File: src/rtl/aes_pkg.sv
// Shared AES types, GF(2^8) xtime helper and the MixColumns engine FSM encoding.
// The inverse transform is compiled in only when MIX_COLUMNS_INV_EN is defined.
package aes_pkg;

  typedef logic [127:0] state_t;
  typedef logic [31:0]  col_t;
  typedef logic [7:0]   byte_t;

  localparam byte_t AES_POLY = 8'h1B;

  typedef enum logic [1:0] {
    IDLE = 2'd0,
    BUSY = 2'd1,
    DONE = 2'd2
  } fsm_t;

  // Multiply by x in GF(2^8) modulo x^8 + x^4 + x^3 + x + 1.
  function automatic byte_t xtime(input byte_t x);
    return {x[6:0], 1'b0} ^ (x[7] ? AES_POLY : 8'h00);
  endfunction

endpackage

File: src/rtl/mix_column_unit.sv
// Combinational single-column (Inv)MixColumns transform; row 0 is the MSB byte.
// Inverse coefficients are present only when MIX_COLUMNS_INV_EN is defined.
module mix_column_unit
  import aes_pkg::*;
(
  input  col_t i_col,
  input  logic i_inv,
  output col_t o_col
);

  byte_t w_a  [4];
  byte_t w_x2 [4];
  byte_t w_b  [4];
`ifdef MIX_COLUMNS_INV_EN
  byte_t w_x4 [4];
  byte_t w_x8 [4];
`else
  logic  w_unused_inv;
  assign w_unused_inv = i_inv;
`endif

  always_comb begin
    for (int r = 0; r < 4; r++) begin
      w_a[r]  = i_col[31-8*r -: 8];
      w_x2[r] = xtime(w_a[r]);
`ifdef MIX_COLUMNS_INV_EN
      w_x4[r] = xtime(w_x2[r]);
      w_x8[r] = xtime(w_x4[r]);
`endif
    end
    // Row indices wrap mod 4 through the 2-bit cast.
    for (int r = 0; r < 4; r++) begin
      w_b[r] = w_x2[r] ^ w_x2[2'(r+1)] ^ w_a[2'(r+1)] ^ w_a[2'(r+2)] ^ w_a[2'(r+3)];
`ifdef MIX_COLUMNS_INV_EN
      if (i_inv) begin
        w_b[r] = (w_x8[r] ^ w_x4[r] ^ w_x2[r])
               ^ (w_x8[2'(r+1)] ^ w_x2[2'(r+1)] ^ w_a[2'(r+1)])
               ^ (w_x8[2'(r+2)] ^ w_x4[2'(r+2)] ^ w_a[2'(r+2)])
               ^ (w_x8[2'(r+3)] ^ w_a[2'(r+3)]);
      end
`endif
    end
  end

  assign o_col = {w_b[0], w_b[1], w_b[2], w_b[3]};

endmodule

File: src/rtl/mix_columns_iter.sv
// Iterative handshaked AES MixColumns engine, COLS_PER_CYCLE columns per BUSY cycle.
// Define MIX_COLUMNS_INV_EN to compile in the per-state InvMixColumns mode.
module mix_columns_iter
  import aes_pkg::*;
#(
  parameter int COLS_PER_CYCLE = 1
) (
  input  logic         clk,
  input  logic         rst,
  input  logic         in_valid,
  output logic         in_ready,
  input  logic [127:0] in_data,
  input  logic         in_inv,
  output logic         out_valid,
  input  logic         out_ready,
  output logic [127:0] out_data
);

  localparam int NGROUPS = 4 / COLS_PER_CYCLE;
  localparam int CW      = (NGROUPS > 1) ? $clog2(NGROUPS) : 1;

  if (!(COLS_PER_CYCLE == 1 || COLS_PER_CYCLE == 2 || COLS_PER_CYCLE == 4)) begin : g_bad_cpc
    $error("mix_columns_iter: COLS_PER_CYCLE must be 1, 2 or 4");
  end

  fsm_t          r_fsm;
  fsm_t          w_fsm_nxt;
  state_t        r_state;
  logic [CW-1:0] r_grp;
  logic          w_inv;
  logic          w_accept;
  logic          w_last;
  int            w_base;
  col_t          w_col_in  [COLS_PER_CYCLE];
  col_t          w_col_out [COLS_PER_CYCLE];

`ifdef MIX_COLUMNS_INV_EN
  logic r_inv;
  assign w_inv = r_inv;
`else
  logic w_unused_inv;
  assign w_unused_inv = in_inv;
  assign w_inv        = 1'b0;
`endif

  // Handshakes: a transfer happens on a rising edge where valid && ready;
  // valid/data are held stable by the source until that edge.
  assign in_ready  = (r_fsm == IDLE);
  assign out_valid = (r_fsm == DONE);
  assign out_data  = r_state;
  assign w_accept  = in_valid && in_ready;
  assign w_last    = (r_grp == CW'(NGROUPS - 1));
  assign w_base    = int'(r_grp) * COLS_PER_CYCLE;

  for (genvar gi = 0; gi < COLS_PER_CYCLE; gi++) begin : g_unit
    assign w_col_in[gi] = r_state[127 - 32*(w_base + gi) -: 32];
    mix_column_unit u_mix (
      .i_col (w_col_in[gi]),
      .i_inv (w_inv),
      .o_col (w_col_out[gi])
    );
  end

  always_ff @(posedge clk or posedge rst) begin
    if (rst) r_fsm <= IDLE;
    else     r_fsm <= w_fsm_nxt;
  end

  always_comb begin
    w_fsm_nxt = r_fsm;
    case (r_fsm)
      IDLE:    if (w_accept) w_fsm_nxt = BUSY;
      BUSY:    if (w_last) w_fsm_nxt = DONE;
      DONE:    if (out_ready) w_fsm_nxt = IDLE;
      default: w_fsm_nxt = IDLE;
    endcase
  end

  always_ff @(posedge clk or posedge rst) begin
    if (rst) begin
      r_state <= '0;
      r_grp   <= '0;
`ifdef MIX_COLUMNS_INV_EN
      r_inv   <= 1'b0;
`endif
    end else if (w_accept) begin
      r_state <= in_data;
      r_grp   <= '0;
`ifdef MIX_COLUMNS_INV_EN
      r_inv   <= in_inv;
`endif
    end else if (r_fsm == BUSY) begin
      // Mixed columns are written back in place over their source slots.
      for (int i = 0; i < COLS_PER_CYCLE; i++) begin
        r_state[127 - 32*(w_base + i) -: 32] <= w_col_out[i];
      end
      if (!w_last) r_grp <= r_grp + 1'b1;
    end
  end

endmodule

File: config.mk
export PLATFORM = sky130hd
export DESIGN_NAME = mix_columns_iter
export DESIGN_NICKNAME = d
export VERILOG_FILES = /design/src/rtl/aes_pkg.sv /design/src/rtl/mix_column_unit.sv /design/src/rtl/mix_columns_iter.sv
export SDC_FILE = /design/constraint.sdc
export NUM_CORES = 1
export LEC_CHECK = 0
export CORE_MARGIN = 3
export CORE_UTILIZATION = 40
export DETAILED_ROUTE_END_ITERATION = 16
export PLACE_DENSITY = 0.76
export SLEW_MARGIN = 20
export SYNTH_ARGS = -nofsm -noshare
export SYNTH_HDL_FRONTEND = slang
export SYNTH_SLANG_ARGS = --single-unit
File: constraint.sdc
create_clock -name clk -period 4.7 [get_ports clk]
set_input_delay 0.705 -clock clk [delete_from_list [all_inputs] [get_ports clk]]
set_output_delay 0.705 -clock clk [all_outputs]
set_load 0.02 [all_outputs]
# Word level (Yosys, flattened, before mapping)
# Index checks and enable logic that the tools add are counted.
word_totals:
  regBits: 132
  wordCells: 30
  input_bits: 133
  out_inout_bits: 130
classes:
  mux: 10
  n_shift: 2
  add_sub_neg: 3
  reduce_logical: 5
  eq_ne: 7
op_table:
  columns: ["op", "count"]
  rows:
  - ["$mux W128", 2]
  - ["$shift A32 B33 Y159 const A", 1]
  - ["$shiftx A1 B33 Y159 const A", 1]
  - ["$bwmux W128", 1]
  - ["$neg A8 Y33", 1]
  - ["$mux W2", 6]
  - ["$sub A7 B7 Y8 const A", 1]
  - ["$pmux W2 S3", 1]
  - ["$eq A2 B2 Y1 const B", 2]
  - ["$ne A2 B1 Y1 const B", 2]
  - ["$ne A2 B2 Y1 const B", 2]
  - ["$reduce_and A3 Y1", 1]
  - ["$add A2 B1 Y2 const B", 1]
  - ["$eq A2 B1 Y1 const B", 1]
  - ["$logic_not A2 Y1", 1]
  - ["$reduce_and A2 Y1", 1]
  - ["$reduce_bool A2 Y1", 1]
  - ["$logic_and A1 B1 Y1", 1]

# Logic depth before layout (Yosys ltp)
logic_depth:
  depth_word: 6
  depth_mapped: 6
  ltp_nobuf: 5

# Cells and area by module
# A second synthesis with hierarchy kept.
hier_totals:
  cells_unflattened: 748
  hier_area_um2: 8983.6
modules_own_cells:
  columns: ["module", "area_each_um2", "cells_each", "instances", "seq_area_each_um2"]
  rows:
  - ["mix_columns_iter", 8739.6, 715, 1, 3303.2]
  - ["mix_column_unit", 244.0, 33, 1, 0.0]

# Worst setup path after synthesis
# Ideal clock, no wire load.
synth_path:
  path_type: "flip-flop to output port"
  start: "register r_fsm[0]"
  end: "output in_ready"
  path_buffers: 3
  path_slack_ps: 2844
  path_stages_with_launch: 5
  t_arrival_ps: 1151
  path_cell_list: "dfrtp_1 > buf_2 > buf_2 > buf_2 > nor2_1"
synth_between:
  elab_chain_cells: 1
synth_rtl:
  columns: ["item", "line_no", "text"]
  rows:
  - ["start, declared", "mix_columns_iter.sv:26", "fsm_t r_fsm;"]
  - ["start signal, assigned", "mix_columns_iter.sv:66", "else r_fsm <= w_fsm_nxt;"]
  - ["$logic_not A2 Y1", "mix_columns_iter.sv:48", "assign in_ready = (r_fsm == IDLE);"]
  - ["end, declared", "mix_columns_iter.sv:11", "output logic in_ready,"]
# Every way passes these cells.

# Worst setup path after layout
layout_path:
  start: "register r_fsm[0]"
  end: "output out_valid"
layout_between:
  elab_chain_cells: 1
layout_rtl:
  columns: ["item", "line_no", "text"]
  rows:
  - ["$eq A2 B2 Y1", "mix_columns_iter.sv:49", "assign out_valid = (r_fsm == DONE);"]
  - ["end, declared", "mix_columns_iter.sv:14", "output logic out_valid,"]
# Every way passes these cells.

==> flow_metrics.tcl <==
set metrics [dict create \
    status "finished, final reports clean" \
    cts_hold_buf 0 \
    globalplace.congestion 0.803 \
    r2r_slack_ns 2.10 \
    worstPathCellList "nor2b_1 -> clkdlybuf4s50_1" \
    tightestPinTransition_ns 0.927 \
    seq_area_um2 3310 \
    drive_gt1_frac 0.0532 \
    area_growth_pct 51.7 \
    postCtsSetupBuffers 0 \
    cts_root_buf "clkbuf_16" \
    cts.reportedPaths.clkPinSlew_ns 0.06 \
    grtUsageTotal 0.219 \
    overflow 0 \
    rr_endpoint "out_data[0]" \
    cpPeakStageDelay_ns 1.02 \
    syn_area_um2 6360 \
    timing.hold.ws_ns 0.502 \
    cts_made_buffers 17 \
    grt_setup_unrepaired "no" \
    fin_tns_setup_ns 0 \
    cp_top_family "flip-flops" \
    synth_cell_types 17 \
    clk-insertion-delay-late_ns 0.42 \
    hold_viol 0 \
    multiInputGateArea_um2 2740 \
    drt-initial-drc-count 325 \
    ys_ff_latch 132 \
    critPathBufInv 1 \
    n_fill_cell 1215 \
    htreeDepth 4 \
    crit_end "out_valid" \
    cap_violations 0 \
    ir_drop_v 0.000357 \
    maxSlewViolCount 0 \
    relSlewSlack 0.382 \
    cts_tree "yes" \
    rows 45 \
    wl_um 19300 \
    die_x_um 132 \
    fmax_mhz 340 \
    period_share 0.627 \
    r2r-start "r_fsm[0]" \
    clock_sinks 132 \
    io_buffers 261 \
    grt_max_degree 105 \
    wire_per_inst_um 18.3 \
    startpoint "r_fsm[0]" \
    viasPerCell 5.37 \
    antenna_cells 0 \
    synth_warnings 0 \
    syn_inst 603 \
    cp_data_arrival_time_ns 2.24 \
    setup_viol 0 \
    grt_pass1_wl_um 31500 \
    p_total_mw 6.40 \
    pin_count 263 \
    dr.pass1.iters 4 \
    crit_path_end_kind "output port" \
    grt_pass1_vias 5819 \
    worstSetupStartpointType "flip-flop" \
    synth_area_per_cell_um2 10.6 \
    final_area_um2 9650 \
    clockBufferDepth 2 \
    drc 0 \
    p_leak_nw 3.78 \
    cpMaxStageDelayCell "dfrtp_4" \
    die_h_um 132 \
    initial_utilization 0.414 \
    via_count 5672 \
    p_per_area_nw_per_um2 663 \
    syn-num-nets 740 \
    die_area_um2 17500 \
    ys_seq_area_frac 0.519 \
    antenna_found_initial 0 \
    clock_skew_ns 0.00831 \
    ff2ff_path_depth 5 \
    nets 970 \
    placed_area_um2 9000 \
    fp.coreArea_um2 15400 \
    hp-class "flip-flop to flip-flop" \
    period_needed_ns 2.95 \
    critical_path.max_fanout 82 \
    critPathKind "flip-flop to output port" \
    critical_path_cell_count 2 \
    worstPathRequired_ns 3.99 \
    cts_resized 0 \
    final_antenna_net_count 0 \
    dp_hpwl_um 12600 \
]
[cells in the mapped netlist]
master     number  area [um^2]
inv_1           6         22.5
nor2_1          3         11.3
o2bb2ai_1     128         1120
a21oi_1       129          646
buf_2          34          170
clkbuf_1        8         30.0
nor2b_1       129          807
dfrtp_1       132         3300
o211ai_1        2         15.0
and2b_1         1         7.51
buf_4          14          105
o21ai_0         3         15.0
a21o_1          3         22.5
nand2_1         1         3.75
ha_1            4         50.1
nand3_1         2         10.0
nand2b_1        4         25.0
[layer usage]
metal | share of wire | global-route usage | vias to the layer above | wire, um
met5 | 0 | 0 | - | 0
met4 | 0.020 | 0.0671 | 0 | 381
met3 | 0.080 | 0.0809 | 31 | 1550
met2 | 0.48 | 0.354 | 223 | 9250
met1 | 0.42 | 0.275 | 2769 | 8130
li1 | - | - | 2649 | -
[where the power goes]
| group | switching [mW] | internal (mW) | leakage (nW) | total (mW) |
|---|---|---|---|---|
| clock | 0.505 | 0.930 | 0.304 | 1.43 |
| combinational | 1.54 | 1.39 | 1.77 | 2.93 |
| sequential | 0.448 | 1.59 | 1.71 | 2.03 |
| total | 2.50 | 3.90 | 3.78 | 6.40 |
[layout by cell type (no fill, tap or decap), drive strengths merged, types with 4 or more instances in the layout]
cell / synthesis / routed
clkdlybuf4s50: 0 / 260
dfrtp: 132 / 132
nor2b: 129 / 129
a21oi: 129 / 129
o2bb2ai: 128 / 128
clkbuf: 8 / 20
buf: 48 / 7
inv: 6 / 6
nand2b: 4 / 4
ha: 4 / 4
clkinvlp: 0 / 4
bufinv: 0 / 4
clkinv: 0 / 4
[state kept, by name, indices dropped and copies added, names as in the netlist]
name	flops
out_data	128
r_fsm	2
r_grp	2
[per-stage QoR]
| stage | utilization | setup slack [ns] | cells |
|---|---|---|---|
| floorplan | - | 0.469 | 603 |
| global placement | 0.586 | 2.11 | 1025 |
| detailed placement | 0.586 | 2.05 | 1025 |
| CTS | 0.627 | 1.73 | 1057 |
| global route | 0.628 | 1.63 | 1057 |
| finish | 0.628 | 1.75 | 1057 |
[cell families after synthesis]
| family | count (synthesis) | share of synthesized area |
|---|---|---|
| AO/OA/AOI/OAI | 265 | 0.286 |
| adder cells (fa/ha/maj) | 4 | 0.00786 |
| buffers and inverters | 62 | 0.0515 |
| flip-flops | 132 | 0.519 |
| AND/OR/NAND/NOR | 140 | 0.136 |
[how the worst min path moves through the flow]
stage,from,endpoint,cells after the start
3_3_place_gp,out_data[65],out_data[65],1
3_5_place_dp,out_data[24],out_data[24],1
4_1_cts,out_data[24],out_data[24],1
2_1_floorplan,r_grp[1],r_grp[1],2
6_report,out_data[120],out_data[120],1
5_1_grt,out_data[52],out_data[52],1
[worst register-to-register path, stage by stage (launching register included)]
cell and delay, ns:
dfrtp_4 1.02, buf_4 0.63, nand2b_1 0.23, nand2b_1 0.11, buf_4 0.34, o2bb2ai_1 0.18
[final cells by class]
cell class	instances	area share
inverters	6	0.00285
multi-input cells	409	0.284
repair buffers	267	0.277
clock inverters	12	0.0184
well taps	211	0.0273
flip-flops and latches	132	0.343
clock buffers	20	0.0483
No activity file was read; power rests on OpenSTA's default activity.
